**src/rtl/free_list_if.sv**
```systemverilog
// rtl/free_list_if.sv - rename-stage handshake bundle for the physical register free list
interface free_list_if #(
    parameter int PREG_W = 6
);
    logic              alloc_req;
    logic              alloc_valid;
    logic [PREG_W-1:0] alloc_preg;
    logic              commit_en;
    logic              release_en;
    logic [PREG_W-1:0] release_preg;
    logic              flush;
    logic [PREG_W-1:0] free_count;
    logic              err;

    modport master (
        output alloc_req, commit_en, release_en, release_preg, flush,
        input  alloc_valid, alloc_preg, free_count, err
    );

    modport slave (
        input  alloc_req, commit_en, release_en, release_preg, flush,
        output alloc_valid, alloc_preg, free_count, err
    );
endinterface

```
**src/rtl/free_list.sv**
```systemverilog
// rtl/free_list.sv - circular physical register free list with speculative and committed heads
module free_list #(
    parameter int NUM_PREG = 64,
    parameter int NUM_AREG = 32,
    parameter int PREG_W   = 6
) (
    input  logic       clk,
    input  logic       reset,
    free_list_if.slave fl
);
    localparam int DEPTH = NUM_PREG - NUM_AREG;
    localparam int IDX_W = $clog2(DEPTH);
    localparam int PTR_W = IDX_W + 1;
    localparam logic [PTR_W-1:0] PTR_ONE   = PTR_W'(1);
    localparam logic [PTR_W-1:0] PTR_DEPTH = PTR_W'(DEPTH);

    logic [PREG_W-1:0] mem [DEPTH];
    logic [PTR_W-1:0]  specHead;
    logic [PTR_W-1:0]  commitHead;
    logic [PTR_W-1:0]  tail;
    logic              errQ;

    logic [PTR_W-1:0]  freeCnt;
    logic [PTR_W-1:0]  committedCnt;
    logic              allocFire;
    logic              commitLegal;
    logic              commitErr;
    logic              releaseReq;
    logic              releaseRoom;
    logic              releaseFire;
    logic              releaseErr;

    always_comb begin
        freeCnt      = tail - specHead;
        committedCnt = tail - commitHead;
        allocFire    = fl.alloc_req && (freeCnt != '0) && !fl.flush;
        commitLegal  = fl.commit_en && (commitHead != specHead);
        commitErr    = fl.commit_en && (commitHead == specHead);
        releaseReq   = fl.release_en && (fl.release_preg != '0);
        // A same-cycle commit frees the slot the release is about to write.
        releaseRoom  = (committedCnt != PTR_DEPTH) || commitLegal;
        releaseFire  = releaseReq && releaseRoom;
        releaseErr   = releaseReq && !releaseRoom;
    end

    assign fl.free_count  = PREG_W'(freeCnt);
    assign fl.alloc_valid = (freeCnt != '0);
    assign fl.alloc_preg  = mem[specHead[IDX_W-1:0]];
    assign fl.err         = errQ;

    always_ff @(posedge clk) begin
        if (!reset) begin
            for (int i = 0; i < DEPTH; i++) begin
                mem[i] <= PREG_W'(NUM_AREG + i);
            end
            specHead   <= '0;
            commitHead <= '0;
            tail       <= PTR_DEPTH;
            errQ       <= 1'b0;
        end else begin
            if (releaseFire) begin
                mem[tail[IDX_W-1:0]] <= fl.release_preg;
                tail                 <= tail + PTR_ONE;
            end
            if (commitLegal) begin
                commitHead <= commitHead + PTR_ONE;
            end
            // Recovery rewinds to the committed point, including any commit retiring now.
            if (fl.flush) begin
                specHead <= commitLegal ? commitHead + PTR_ONE : commitHead;
            end else if (allocFire) begin
                specHead <= specHead + PTR_ONE;
            end
            if (commitErr || releaseErr) begin
                errQ <= 1'b1;
            end
        end
    end
endmodule

```
**src/flat_wrapper.sv**
```systemverilog
// flat-port wrapper written by rule: the top's interface ports become plain ports
module free_list_flat 
#(
    parameter int NUM_PREG = 64,
    parameter int NUM_AREG = 32,
    parameter int PREG_W   = 6
)
  (clk, reset, fl_alloc_req, fl_commit_en, fl_release_en, fl_release_preg, fl_flush, fl_alloc_valid, fl_alloc_preg, fl_free_count, fl_err);
  free_list_if #(.PREG_W(PREG_W)) fl_i ();
  input  logic clk;
  input  logic reset;
  input wire logic [$bits(fl_i.alloc_req)-1:0] fl_alloc_req;
  input wire logic [$bits(fl_i.commit_en)-1:0] fl_commit_en;
  input wire logic [$bits(fl_i.release_en)-1:0] fl_release_en;
  input wire logic [$bits(fl_i.release_preg)-1:0] fl_release_preg;
  input wire logic [$bits(fl_i.flush)-1:0] fl_flush;
  output wire logic [$bits(fl_i.alloc_valid)-1:0] fl_alloc_valid;
  output wire logic [$bits(fl_i.alloc_preg)-1:0] fl_alloc_preg;
  output wire logic [$bits(fl_i.free_count)-1:0] fl_free_count;
  output wire logic [$bits(fl_i.err)-1:0] fl_err;
  assign fl_i.alloc_req = fl_alloc_req;
  assign fl_i.commit_en = fl_commit_en;
  assign fl_i.release_en = fl_release_en;
  assign fl_i.release_preg = fl_release_preg;
  assign fl_i.flush = fl_flush;
  assign fl_alloc_valid = fl_i.alloc_valid;
  assign fl_alloc_preg = fl_i.alloc_preg;
  assign fl_free_count = fl_i.free_count;
  assign fl_err = fl_i.err;
  free_list #(.NUM_PREG(NUM_PREG), .NUM_AREG(NUM_AREG), .PREG_W(PREG_W)) u_core (.clk(clk), .reset(reset), .fl(fl_i));
endmodule
```
**config.mk**
```make
export PLATFORM = sky130hd
export DESIGN_NAME = free_list_flat
export DESIGN_NICKNAME = d
export VERILOG_FILES = /design/src/rtl/free_list_if.sv /design/src/rtl/free_list.sv /design/src/flat_wrapper.sv
export SDC_FILE = /design/constraint.sdc
export NUM_CORES = 1
export LEC_CHECK = 0
export ABC_AREA = 1
export CORE_MARGIN = 2
export CORE_UTILIZATION = 57
export DETAILED_ROUTE_END_ITERATION = 12
export PLACE_DENSITY = 0.74
export SLEW_MARGIN = 20
export SYNTH_ARGS = -nofsm -noshare
export SYNTH_HDL_FRONTEND = slang
export SYNTH_SLANG_ARGS = --single-unit
```
**constraint.sdc**
```tcl
create_clock -name clk -period 3.1 [get_ports clk]
set_clock_uncertainty 0.15 [all_clocks]
set_input_delay 0.31 -clock clk [delete_from_list [all_inputs] [get_ports clk]]
set_output_delay 0.31 -clock clk [all_outputs]
set_load 0.05 [all_outputs]
```
# ---- Yosys cells after proc, flatten, opt, wreduce, memory -nomap -nowiden
# Memories as Yosys holds them, arrays and structs flattened. A register that Yosys moved wholly into a read port is not among the register bits.
# Index checks and enable logic that the tools add are counted.
dict set report totals {
  mem_bits_rw 192
  n_memories 1
  ff_bits 19
  latchBits 0
  wordCells 40
  out_inout_bits 14
  romBits 0
}
# memory depth word_bits read_ports rd_ports_with_merged_regs write_ports line
set memory_table {}
lappend memory_table {u_core.mem 32 6 1 1 32 free_list.sv:17} ;# logic [PREG_W-1:0] mem [DEPTH];
dict set report classes {
  shifts 0
  div 0
  multipliers 0
  n_bitwise 0
  magnitude_cmp 0
  muxes 12
  n_reduce_logical 15
  eq_ne 3
  addsub 5
}
# cell n
set op_table {}
lappend op_table {{6-bit two-way mux} 4}
lappend op_table {{6-bit by 1-bit adder with 6-bit output, second input constant} 3}
lappend op_table {{5-bit two-way mux} 3}
lappend op_table {{6-bit nonzero test} 2}
lappend op_table {{6-bit subtractor} 2}
lappend op_table {{1-bit logical AND} 7}
lappend op_table {{6-bit == test} 1}
lappend op_table {{6-bit != test} 1}
lappend op_table {{6-bit != test, second input constant} 1}
lappend op_table {{6-bit OR reduction} 1}
lappend op_table {{1-bit two-way mux} 5}
lappend op_table {{1-bit logical NOT} 2}
lappend op_table {{1-bit logical OR} 2}
lappend op_table {{2-bit nonzero test} 1}

# ---- Depth between registers and ports, before layout
dict set report depth {
  word_depth 9
  mapped_depth 16
  ltp_nobuf 16
}

# ---- Worst setup path before layout
# No wires, ideal clock.
dict set report synth_timing {
  path_kind {flip-flop to flip-flop}
  start {reg u_core.tail[0]}
  end {reg with a tool-made name}
  setup_ps 114
  path_slack_ps -194
  t_arrival_ps 3030
  stages_incl_launch_ff 17
  t_required_ps 2836
  n_path_buf 0
  path_cell_list {dfxtp_1 -> inv_1 -> ha_1 -> inv_1 -> fa_1 -> nand2_1 -> inv_1 -> nor2_1 -> nor2_1 -> nand3_1 -> nor2_1 -> nand2_1 -> nand2_1 -> nand2_1 -> nand2_1 -> nor2_1 -> nor2_1}
}
# item line
set synth_lines {}
lappend synth_lines {{start: declaration} free_list.sv:20} ;# logic [PTR_W-1:0] tail;
lappend synth_lines {{start signal: assignment} free_list.sv:63} ;# tail <= tail + PTR_ONE;

==> flow_summary.ini <==
[clocking]
cts_buffers = 22
clock_latency_ps = 500
root_buffer = clkbuf_16
cts.clk_slew.worst_paths_ps = 60
cts_tree = built
holdBufCountCts = 0
cts.sinks = 216
clockBufferDepth = 3
htree_levels = 1

[worst_setup_path]
critPathRequiredTime_ps = 2640
cp-end-kind = output pin
critPathMaxFanout = 36
start_kind = flop
r2r_end = u_core.mem[18][2]
r2r_slack_ps = 200
worstRegToRegCells = 10
crit_type = reg -> out
reg2reg_from = u_core.tail[3]
critical_path_arrival_ps = 2530

[routing]
postRouteWirelength_mm = 27.0
drtIter0Drc = 868
ant_nets = 0
drc = 0
vias = 8512
wire_per_inst_um = 19.4
first_pass_iters = 7
vias_per_cell = 6.10

[synthesis]
post-synth-top-area-fraction_pct = 53.7
yosys.area.top_type = edfxtp_1
synth.distinct_cells = 36
synthTopCellsByArea = edfxtp_1 54%, nor2_1 8.6%, nand3_1 7.6%
seq_area_frac_synth_pct = 58.1
synth_ff_type = edfxtp_1
synth_edf_count = 192
synth_cells = 1164
avgSynthCellArea_um2 = 9.23
syn_area_mm2 = 0.0107
yosysWarningCount = 0
synth_nets = 1193
synth_seq_cells = 216
synth_async_sr_flop_share_pct = 0

[sta]
fmax_mhz = 335
finalCritPeriodShare_pct = 96.3
slew_violations = 0
fin_crit_ps = 2990
relSlewSlack_pct = 60.3
hold_viol_final = 0
setup_viol = 0
rsz0062_at_grt = no
tns_ps = 0
tightest_slew_ps = 595

[hold_path]
whs_endpoint = u_core.commitHead[4]
hp-start = reset
worstHoldPathType = in -> reg
holdPathStages = 3

[die]
die_h_um = 141
start_util_pct = 57.8
core_mm2 = 0.0186
die_w_um = 141
die-area_mm2 = 0.0200
num_rows = 50
num_io_pins = 26

[global_routing]
grt_pass1_wl_mm = 43.0
first_global_vias = 8228
antenna_found_initial = 0
grt.total_usage_pct = 27.6
grtUsageMet3_pct = 4.12
grt_max_degree = 97
grt_use_met2_pct = 44.5
use_met1_pct = 37.9
grt_busiest_layer = met2
grt.overflow.total = 0

[final_layout]
syn_to_final_growth_pct = 9.62
antenna_cells = 0
fillers = 1530
drive_gt1_share_pct = 7.49
final_core_util_pct = 63.4
finalNonFillerCells = 1396
nets = 1178

[placement]
dp.cells = 1359
dpl.hpwl_mm = 17.3
gp_congestion = 0.941
port_buffers = 25

[power]
total_power_mw = 7.35
p_clk_share_pct = 33.8
seqPwrFrac_pct = 45.1
ir_drop_v = 0.000450
switching_share_pct = 30.7
power.net_switching_mw = 2.25
p_leak_nw = 3.98
combPwrFrac_pct = 21.1
intPower_mw = 5.09
power_density_mw_per_mm2 = 624

[flow_run]
maxCapViolations = 0

[status]
status = complete, no violations
## metal layers
metal / part of all wire (%) / up-vias
li1: - / 4020
met1: 40 / 4002
met2: 47 / 402
met3: 8.5 / 88
met4: 4.2 / 0
met5: 0 / -
## cells in the final DEF (no fill, tap or decap), drive strengths merged, types with 3 or more instances in the layout
master,netlist,layout
a21oi,14,14
buf,19,27
clkbuf,64,27
clkdlybuf4s50,0,13
clkinv,1,8
clkinvlp,0,4
dfxtp,24,24
dlygate4sd2,0,3
edfxtp,192,192
ha,16,16
inv,60,58
nand2,168,168
nand3,166,166
nand4,6,6
nor2,248,248
nor3,5,5
o21ai,118,118
o221ai,32,32
o22ai,16,16
xor2,8,8
## worst max-delay path by stage
stage / from / end / slack, ps / cells after the start
after floorplan: u_core.tail[0] / flop / 90 / 13
after global placement: fl_release_preg[3] / u_core.mem[16][2] / 390 / 11
after detailed placement: u_core.tail[3] / u_core.mem[18][0] / 300 / 10
after CTS: u_core.tail[0] / fl_alloc_valid / 2 / 10
after global routing: flop / fl_alloc_preg[0] / 10 / 8
final: flop / fl_alloc_preg[1] / 110 / 9
## stage by stage
step / instance area (µm²) / hold slack (ps) / setup slack (ps)
6_report: 11800 / 142 / 115
5_1_grt: 11800 / 146 / 11.1
4_1_cts: 11800 / 128 / 2.30
3_5_place_dp: 11100 / 381 / 299
3_3_place_gp: 11100 / 368 / 393
2_1_floorplan: 10800 / 349 / 90.4
## critical path, stage by stage, from the launching register on
cell and delay (ps):
dfxtp_1 460, clkinvlp_4 320, buf_12 260, o21ai_0 150, o221ai_1 200, nand3_1 130
o21ai_1 100, nand2_1 80, nand2_1 100, buf_4 210
## layout make-up
type	instances	area (µm²)	area share (%)
Sequential cell	216	6250	53.1
Multi-Input combinational cell	804	3900	33.1
Clock buffer	27	591	5.01
Timing Repair Buffer	44	439	3.73
Tap cell	234	293	2.49
Inverter	61	236	2.01
Clock inverter	10	70.1	0.595
## registers in the layout (all words and copies together), names as in the netlist, named ones only
register,flops
u_core.commitHead,6
u_core.specHead,6
u_core.fl.err,1
u_core.mem,192
u_core.tail,6
## cells in the mapped netlist, types with 2 or more instances
| cell type | number |
|---|---|
| o22ai_1 | 16 |
| a21oi_1 | 14 |
| dfxtp_1 | 24 |
| o21ai_1 | 9 |
| buf_6 | 7 |
| inv_1 | 54 |
| inv_2 | 6 |
| nand2_2 | 6 |
| nand4_1 | 6 |
| buf_2 | 8 |
| nor3_1 | 4 |
| clkbuf_1 | 64 |
| nand2_4 | 2 |
| nor2_1 | 246 |
| nand2_1 | 160 |
| ha_1 | 16 |
| o221ai_1 | 32 |
| nand3_1 | 164 |
| xor2_1 | 8 |
| edfxtp_1 | 192 |
| o21ai_0 | 109 |
| buf_1 | 3 |
## timing repair
| item | 4_1_cts | 5_1_grt |
|---|---|---|
| resized for setup | 4 | 9 |
| endpoints found under the setup margin | 4 | 7 |
| buffers inserted | 0 | 0 |
## cells by family (layout without fill, tap and decap cells)
family	after synthesis	in the layout	share of synthesized area, %
buffers and inverters	144	142	5.65
AND/OR/NAND/NOR	596	596	23.6
XOR/XNOR	8	8	0.652
AO/OA/AOI/OAI	183	183	9.92
flip-flops	216	216	58.1
adder cells (fa/ha/maj)	17	17	2.05
## power by group through the flow
stage | logic [mW] | clock network, mW | registers, mW
detailed placement | 1.54 | 0 | 3.37
floorplan | 1.08 | 0 | 3.35
finish | 1.55 | 2.48 | 3.31
global route | 1.69 | 2.62 | 3.32
CTS | 1.53 | 2.50 | 3.31
global placement | 1.52 | 0 | 3.37
No activity file was read; power rests on OpenSTA's default activity.
